[src/rtl/priority_arb_ctrl_if.sv]
// Request/grant bundle between requesters and the shared-resource arbiter.
// The arbiter sits on the slave side.
interface priority_arb_ctrl_if;
    logic [3:0] req;
    logic       mode;
    logic [3:0] gnt;
    logic [1:0] gnt_idx;
    logic       gnt_valid;
    logic       timeout;

    modport master (
        output req,
        output mode,
        input  gnt,
        input  gnt_idx,
        input  gnt_valid,
        input  timeout
    );

    modport slave (
        input  req,
        input  mode,
        output gnt,
        output gnt_idx,
        output gnt_valid,
        output timeout
    );
endinterface

[src/rtl/priority_arb_ctrl.sv]
// Four-way arbiter with fixed-priority or round-robin selection,
// bounded hold time and a mandatory one-cycle gap between grants.
module priority_arb_ctrl #(
    parameter int MAX_HOLD = 16,
    parameter int CNT_W    = 8
) (
    input logic                clk,
    input logic                rst_n,
    priority_arb_ctrl_if.slave bus
);

    typedef enum logic [1:0] {
        IDLE,
        GRANT,
        GAP
    } state_t;

    localparam logic [CNT_W-1:0] HOLD_LIMIT = CNT_W'(MAX_HOLD);

    state_t           state;
    logic [CNT_W-1:0] hold_cnt;
    logic [1:0]       rr_last;
    logic [3:0]       gnt_q;
    logic [1:0]       idx_q;
    logic             valid_q;
    logic             timeout_q;

    logic [1:0] fixed_w;
    logic [1:0] rr_w;
    logic       rr_found;
    logic [1:0] rr_probe;
    logic [1:0] win;
    logic       cur_req;

    // Later iterations override, so the highest set index wins.
    always_comb begin
        fixed_w = 2'd0;
        for (int i = 0; i < 4; i++) begin
            if (bus.req[i]) begin
                fixed_w = 2'(i);
            end
        end
    end

    // Scan starts one past the last released index; k=4 wraps to rr_last.
    always_comb begin
        rr_w     = 2'd0;
        rr_found = 1'b0;
        rr_probe = 2'd0;
        for (int k = 1; k <= 4; k++) begin
            rr_probe = rr_last + 2'(k);
            if (!rr_found && bus.req[rr_probe]) begin
                rr_w     = rr_probe;
                rr_found = 1'b1;
            end
        end
    end

    assign win     = bus.mode ? rr_w : fixed_w;
    assign cur_req = bus.req[idx_q];

    always_ff @(posedge clk or negedge rst_n) begin
        if (!rst_n) begin
            state     <= IDLE;
            hold_cnt  <= '0;
            rr_last   <= 2'd3;
            gnt_q     <= 4'd0;
            idx_q     <= 2'd0;
            valid_q   <= 1'b0;
            timeout_q <= 1'b0;
        end else begin
            unique case (state)
                IDLE, GAP: begin
                    timeout_q <= 1'b0;
                    if (|bus.req) begin
                        gnt_q    <= 4'b0001 << win;
                        idx_q    <= win;
                        valid_q  <= 1'b1;
                        hold_cnt <= CNT_W'(1);
                        state    <= GRANT;
                    end else begin
                        gnt_q   <= 4'd0;
                        valid_q <= 1'b0;
                        state   <= IDLE;
                    end
                end
                GRANT: begin
                    if (!cur_req) begin
                        gnt_q     <= 4'd0;
                        valid_q   <= 1'b0;
                        rr_last   <= idx_q;
                        timeout_q <= 1'b0;
                        state     <= GAP;
                    end else if (hold_cnt == HOLD_LIMIT) begin
                        gnt_q     <= 4'd0;
                        valid_q   <= 1'b0;
                        rr_last   <= idx_q;
                        timeout_q <= 1'b1;
                        state     <= GAP;
                    end else begin
                        hold_cnt  <= hold_cnt + CNT_W'(1);
                        timeout_q <= 1'b0;
                    end
                end
                default: begin
                    gnt_q     <= 4'd0;
                    valid_q   <= 1'b0;
                    timeout_q <= 1'b0;
                    state     <= IDLE;
                end
            endcase
        end
    end

    assign bus.gnt       = gnt_q;
    assign bus.gnt_idx   = idx_q;
    assign bus.gnt_valid = valid_q;
    assign bus.timeout   = timeout_q;

endmodule

[src/flat_wrapper.sv]
// flat-port wrapper written by rule: the top's interface ports become plain ports
module priority_arb_ctrl_flat 
#(
    parameter int MAX_HOLD = 16,
    parameter int CNT_W    = 8
)
  (clk, rst_n, bus_req, bus_mode, bus_gnt, bus_gnt_idx, bus_gnt_valid, bus_timeout);
  priority_arb_ctrl_if bus_i ();
  input logic clk;
  input logic rst_n;
  input wire logic [$bits(bus_i.req)-1:0] bus_req;
  input wire logic [$bits(bus_i.mode)-1:0] bus_mode;
  output wire logic [$bits(bus_i.gnt)-1:0] bus_gnt;
  output wire logic [$bits(bus_i.gnt_idx)-1:0] bus_gnt_idx;
  output wire logic [$bits(bus_i.gnt_valid)-1:0] bus_gnt_valid;
  output wire logic [$bits(bus_i.timeout)-1:0] bus_timeout;
  assign bus_i.req = bus_req;
  assign bus_i.mode = bus_mode;
  assign bus_gnt = bus_i.gnt;
  assign bus_gnt_idx = bus_i.gnt_idx;
  assign bus_gnt_valid = bus_i.gnt_valid;
  assign bus_timeout = bus_i.timeout;
  priority_arb_ctrl #(.MAX_HOLD(MAX_HOLD), .CNT_W(CNT_W)) u_core (.clk(clk), .rst_n(rst_n), .bus(bus_i));
endmodule
[config.mk]
export PLATFORM = sky130hd
export DESIGN_NAME = priority_arb_ctrl_flat
export DESIGN_NICKNAME = d
export VERILOG_FILES = /design/src/rtl/priority_arb_ctrl_if.sv /design/src/rtl/priority_arb_ctrl.sv /design/src/flat_wrapper.sv
export SDC_FILE = /design/constraint.sdc
export NUM_CORES = 1
export LEC_CHECK = 0
export ABC_AREA = 1
export BUFFER_PORTS_ARGS = -buffer_cell sky130_fd_sc_hd__buf_4
export CAP_MARGIN = 0
export CORE_ASPECT_RATIO = 1.1
export CORE_MARGIN = 5
export CORE_UTILIZATION = 64
export CTS_BUF_LIST = sky130_fd_sc_hd__clkbuf_8
export DETAILED_ROUTE_END_ITERATION = 12
export PLACE_DENSITY_LB_ADDON = 0.1
export SETUP_SLACK_MARGIN = 0.1
export SLEW_MARGIN = 20
export SYNTH_ARGS = -nofsm -noshare
export SYNTH_HDL_FRONTEND = slang
export SYNTH_SLANG_ARGS = --single-unit
export TNS_END_PERCENT = 10
[constraint.sdc]
create_clock -name clk -period 4.3 [get_ports clk]
set_input_delay 0.215 -clock clk [delete_from_list [all_inputs] [get_ports clk]]
set_output_delay 0.215 -clock clk [all_outputs]
set_load 0.03 [all_outputs]
# Yosys cells after proc, flatten, opt, wreduce, memory -nomap -nowiden
# Index checks and enable logic that the tools add are counted.
[classes]
n_addsub = 4
n_lt_le_gt_ge = 5
eq_ne = 8
n_shift = 1
mux = 42
n_reduce_logical = 13
[op_table]
columns = ["op", "count"]
rows = [
  ["$mux W8", 3],
  ["$mux W2", 11],
  ["$mux W1", 16],
  ["$pmux W8 S2", 1],
  ["$lt A2 B3 Y1 const B", 5],
  ["$mux W4", 3],
  ["$bmux W1 S2", 5],
  ["$add A8 B1 Y8 const B", 1],
  ["$eq A8 B5 Y1 const B", 1],
  ["$pmux W4 S2", 1],
  ["$add A2 B2 Y2 const B", 2],
  ["$ne A2 B1 Y1 const B", 2],
  ["$ne A2 B2 Y1 const B", 2],
  ["$pmux W2 S2", 1],
  ["$reduce_and A2 Y1", 2],
  ["$reduce_and A4 Y1", 1],
  ["$reduce_or A4 Y1", 1],
  ["$shl A1 B2 Y4 const A", 1],
  ["$logic_and A1 B1 Y1", 3],
  ["$logic_not A1 Y1", 3],
  ["$ne A3 B3 Y1 const B", 1],
  ["$add A2 B1 Y2 const B", 1],
  ["$eq A2 B1 Y1 const B", 1],
  ["$eq A2 B2 Y1 const B", 1],
  ["4 further kinds", 4],
]
[totals]
register_bits = 20
input_bits = 7
output_inout_bits = 8
wordCells = 80

# Logic depth before layout (Yosys ltp)
[depth]
word_depth = 17
depth_mapped = 14
mapped_depth_nobuf = 12

# Worst setup path before layout
# Ideal clock, no wire load.
[synth_path]
path_type = "register to register"
start = "register u_core.rr_last[0]"
end = "register u_core.gnt_q[1] (netlist: u_core.bus.gnt[1])"
setup_time_ps = 118
t_arrival_ps = 1480
t_required_ps = 4182
path_slack_ps = 2703
stages_incl_launch_ff = 14
path_buffers = 2
synth_period_minus_slack_ps = 1597
path_cell_list = "dfstp_2 buf_6 inv_4 buf_6 nand2_2 nand2_2 nand2_1 nand2_2 nor2_2 nand3_1 nand3_1 nand2_2 nand3_1 nand2_1"
[synth_via]
elab_chain_cells = 17
elab_cells_between_ends = 28
cone_classes = "3 x add/sub; 1 x shift; 18 x mux; 6 x reduce/logical"
[synth_rtl]
columns = ["item", "line_no", "text"]
rows = [
  ["from (decl)", "priority_arb_ctrl.sv:22", "logic [1:0] rr_last;"],
  ["from (signal assigned)", "priority_arb_ctrl.sv:91", "rr_last <= idx_q;"],
  ["from (signal assigned)", "priority_arb_ctrl.sv:97", "rr_last <= idx_q;"],
  ["$add A2 B1 Y2", "priority_arb_ctrl.sv:51", "rr_probe = rr_last + 2'(k);"],
  ["$bmux W1 S2", "priority_arb_ctrl.sv:52", "if (!rr_found && bus.req[rr_probe]) begin"],
  ["$mux W1 (implied by the code)", "priority_arb_ctrl.sv:52", ""],
  ["$mux W1", "priority_arb_ctrl.sv:52", ""],
  ["$logic_not A1 Y1", "priority_arb_ctrl.sv:52", ""],
  ["$logic_and A1 B1 Y1", "priority_arb_ctrl.sv:52", ""],
  ["$mux W1", "priority_arb_ctrl.sv:52", ""],
  ["$logic_not A1 Y1", "priority_arb_ctrl.sv:52", ""],
  ["$logic_and A1 B1 Y1", "priority_arb_ctrl.sv:52", ""],
  ["$mux W1", "priority_arb_ctrl.sv:52", ""],
  ["$logic_not A1 Y1", "priority_arb_ctrl.sv:52", ""],
  ["$logic_and A1 B1 Y1", "priority_arb_ctrl.sv:52", ""],
  ["$mux W2 *", "priority_arb_ctrl.sv:52", ""],
  ["$mux W2 *", "priority_arb_ctrl.sv:59", "assign win = bus.mode ? rr_w : fixed_w;"],
  ["$shl A1 B2 Y4 *", "priority_arb_ctrl.sv:76", "gnt_q <= 4'b0001 << win;"],
  ["$mux W4 *", "priority_arb_ctrl.sv:75", "if (|bus.req) begin"],
  ["$pmux W4 S2 *", "priority_arb_ctrl.sv:72", "unique case (state)"],
  ["to (signal assigned)", "priority_arb_ctrl.sv:76", ""],
  ["to (decl)", "priority_arb_ctrl.sv:23", "logic [3:0] gnt_q;"],
]
# Mark *: on every way between the ends. The rest lies on a longest branch, timed or not. The select of a mux whose other input is x is not followed.
# A chain may end at the register's enable or synchronous reset.

# Final worst setup path
[layout_path]
start = "register u_core.rr_last[0]"
end = "register u_core.gnt_q[3] (netlist: u_core.bus.gnt[3])"
# Same word-level chain as after synthesis.

==> run_results.csv <==
group,metric,value,unit
placed_design,port_buffers,14,
hold_path,holdCritPathClass,"in -> reg",
clock_network,cts_hold_buffers,1,
synth,ys_seq_elements,19,
sta,rsz0062_at_grt,"no",
clock_network,cts_buffers,3,
sta,slew_viol_final,0,
clock_network,post_cts_buffers,0,
route,viasPerCell,5.264,
worst_setup_path,critical_path_class,"reg -> reg",
power,p_clk_share,11.7,%
final_layout,layout_common_cells,"50 x nand2_1, 25 x inv_1, 17 x dfrtp_1",
route,vias,1158,
synth,yosys_most_used_dff,"dfrtp_1",
route,drt_wl_total,2.639,mm
power,report.power.total,991.1,µW
final_layout,final_common_cell,"nand2_1",
route,drc,0,
sta,hold_viol_final,0,
sta,hold_slack,313.2,ps
power,powerDensity,701.0,mW/mm²
route,avgRoutedWirePerCell,12.00,µm
run_status,status,"finished, final reports clean",
final_layout,nets,203,
floorplanning,initial_core_util,68.82,%
clock_network,htreeDepth,1,
floorplanning,die_w,52.20,µm
synth,yosys_warnings,0,
synth,ys_types,26,
route,initialDrtViolationCount,38,
power,seq_power_share,30.9,%
power,cell_internal_pwr,496.9,µW
sta,worst_pin_slew,336.5,ps
grt,grt_use_total,20.42,%
placed_design,gp_congestion,0.8518,
grt,grt_pass1_vias,1140,
synth,syn_nets,186,
final_layout,areaGrowthSynthToFinish,12.77,%
power,swShare,49.86,%
sta,max_freq,577.4,MHz
route,firstDrtPassIters,4,
placed_design,place_inst,215,
worst_setup_path,cp-start-kind,"flip-flop",
power,peakVddDrop,0.4083,mV
route,drt.antenna.violating_nets,0,
grt,antenna_found_initial,0,
clock_network,cts-resized-gates,0,
clock_network,cts.sinks,19,
sta,setup_violations,0,
clock_network,insertion_delay,250,ps
power,combPwrFrac,57.3,%
synth,synth_area,0.001254,mm²
route,top_layer,"met4",
worst_setup_path,r2r_setup_slack,2570,ps
run,maxCapViolCount,0,
sta,timing.setup.tns,0,ps
synth,syn_inst,177,
worst_setup_path,crit_path_end_kind,"flip-flop",
synth,synthArstFlopShare,100.0,%
grt,overflow,0,
sta,fin_ws,2568,ps
clock_network,cts_max_path_buffers,2,
floorplanning,die_area,0.002945,mm²
clock_network,path_clk_slew,60,ps
sta,relSlewSlack,77.36,%
synth,synth_edf_count,0,
placed_design,dp_slack,2587,ps
clock_network,cts-root-buf,"clkbuf_8",
worst_setup_path,path_max_fanout,11,
floorplanning,num_rows,16,
sta,finalClockSkew,2.286,ps
route,wl_met1,1.037,mm
power,power_switching,494.2,µW
floorplanning,core,0.001822,mm²
final_layout,antennaDiodeCount,0,
clock_network,cts_tree,"done",
final_layout,fillers,141,
synth,synth_area_per_cell,7.083,µm²
power,p_leak,0.7467,nW
sta,timing.final.crit_share,40.28,%
sta,fin_crit,1732,ps
final_layout,fin_cells,220,
final_layout,final_layout_size_suffix_gt1_share,19.17,%
route,met3_length,76,µm
floorplanning,die_h,56.42,µm
synth,ys_seq_area_share,38.12,%
grt,grt_pass1_wl,4.657,mm
route,wl_met2,1.488,mm
floorplanning,ios,15,
grt,grt_max_degree,20,
placed_design,dp_hpwl,2.143,mm
worst_setup_path,worstPathArrival,1920,ps
worst_setup_path,required,4490,ps
==> power by group through the flow <==
stage	Sequential, mW	Combinational (mW)	Clock [mW]
final	0.307	0.568	0.116
after global placement	0.306	0.544	0
after detailed placement	0.307	0.568	0
after floorplan	0.347	0.412	0
after CTS	0.305	0.573	0.120
after global routing	0.315	0.638	0.127
==> path summary, 6_finish.rpt <==
kind                                               start                        endpoint  cells after the start
hold / removal                                  bus_mode   u_core.bus.gnt[0]$_DFFE_PN0P_                      4
setup / recovery           u_core.rr_last[0]$_DFFE_PN1P_   u_core.bus.gnt[3]$_DFFE_PN0P_                     12
setup reg to reg           u_core.rr_last[0]$_DFFE_PN1P_   u_core.bus.gnt[3]$_DFFE_PN0P_                     12
min in group asynchronous                          rst_n  u_core.hold_cnt[6]$_DFFE_PN0P_                      2
hold reg to reg            u_core.bus.gnt[1]$_DFFE_PN0P_   u_core.bus.gnt[1]$_DFFE_PN0P_                      2
max in group asynchronous                          rst_n   u_core.rr_last[0]$_DFFE_PN1P_                      2
==> synth_stat cells (3+ instances only) <==
master,n,area [µm²]
a21oi_1,5,25.02
buf_6,3,33.78
dfrtp_1,17,425.4
inv_1,24,90.09
nand2_1,50,187.7
nand2_2,9,56.30
nand3_1,16,80.08
nand4_1,3,18.77
nor2_1,14,52.55
nor2_2,3,18.77
o21ai_0,12,60.06
xor2_1,3,26.28
==> per-layer routing <==
layer | vias to the layer above | GRT usage [%]
met2 | 21 | 38.24
li1 | 592 | -
met3 | 7 | 2.910
met5 | - | 0
met1 | 538 | 22.75
met4 | 0 | 6.934
==> flip-flops by register name, indices dropped and copies added, names as in the netlist <==
signal / flops
u_core.state: 2
u_core.hold_cnt: 8
u_core.bus.gnt: 4
u_core.bus.gnt_idx: 2
u_core.bus.timeout: 1
u_core.rr_last: 2
==> layout make-up <==
cell class,instances,area [µm²],area share [%]
Clock inverter,1,3.754,0.2655
Clock buffer,3,41.29,2.920
Inverter,27,103.9,7.345
Tap cell,27,33.78,2.389
Sequential cell,19,478.0,33.81
Timing Repair Buffer,15,115.1,8.142
Multi-Input combinational cell,128,638.1,45.13
==> kinds of logic after synthesis <==
family          Yosys count  share of synthesized area [%]
simple gates             99                          35.63
buf+inv                  30                          10.98
compound gates           24                          11.18
flops                    19                          38.12
xor+xnor                  3                          2.096
fa+ha+maj                 2                          1.996
==> through the flow <==
step	area (µm²)	util (%)
floorplan	1254	-
global placement	1359	74.59
detailed placement	1359	74.59
CTS	1414	77.61
global route	1414	77.61
finish	1414	77.61
==> critical path: stages, from the launching register on <==
cell     delay (ps)
dfstp_2         630
inv_4           100
nand2_1          70
nand2_1         100
nand2_1         100
nand2_1          80
nor2_2          120
nand2_1          60
nand2_1          70
nand3_2          80
nand2_1         100
nand3_1          90
nand2_1          70
Power figures use the tool's default switching activity.
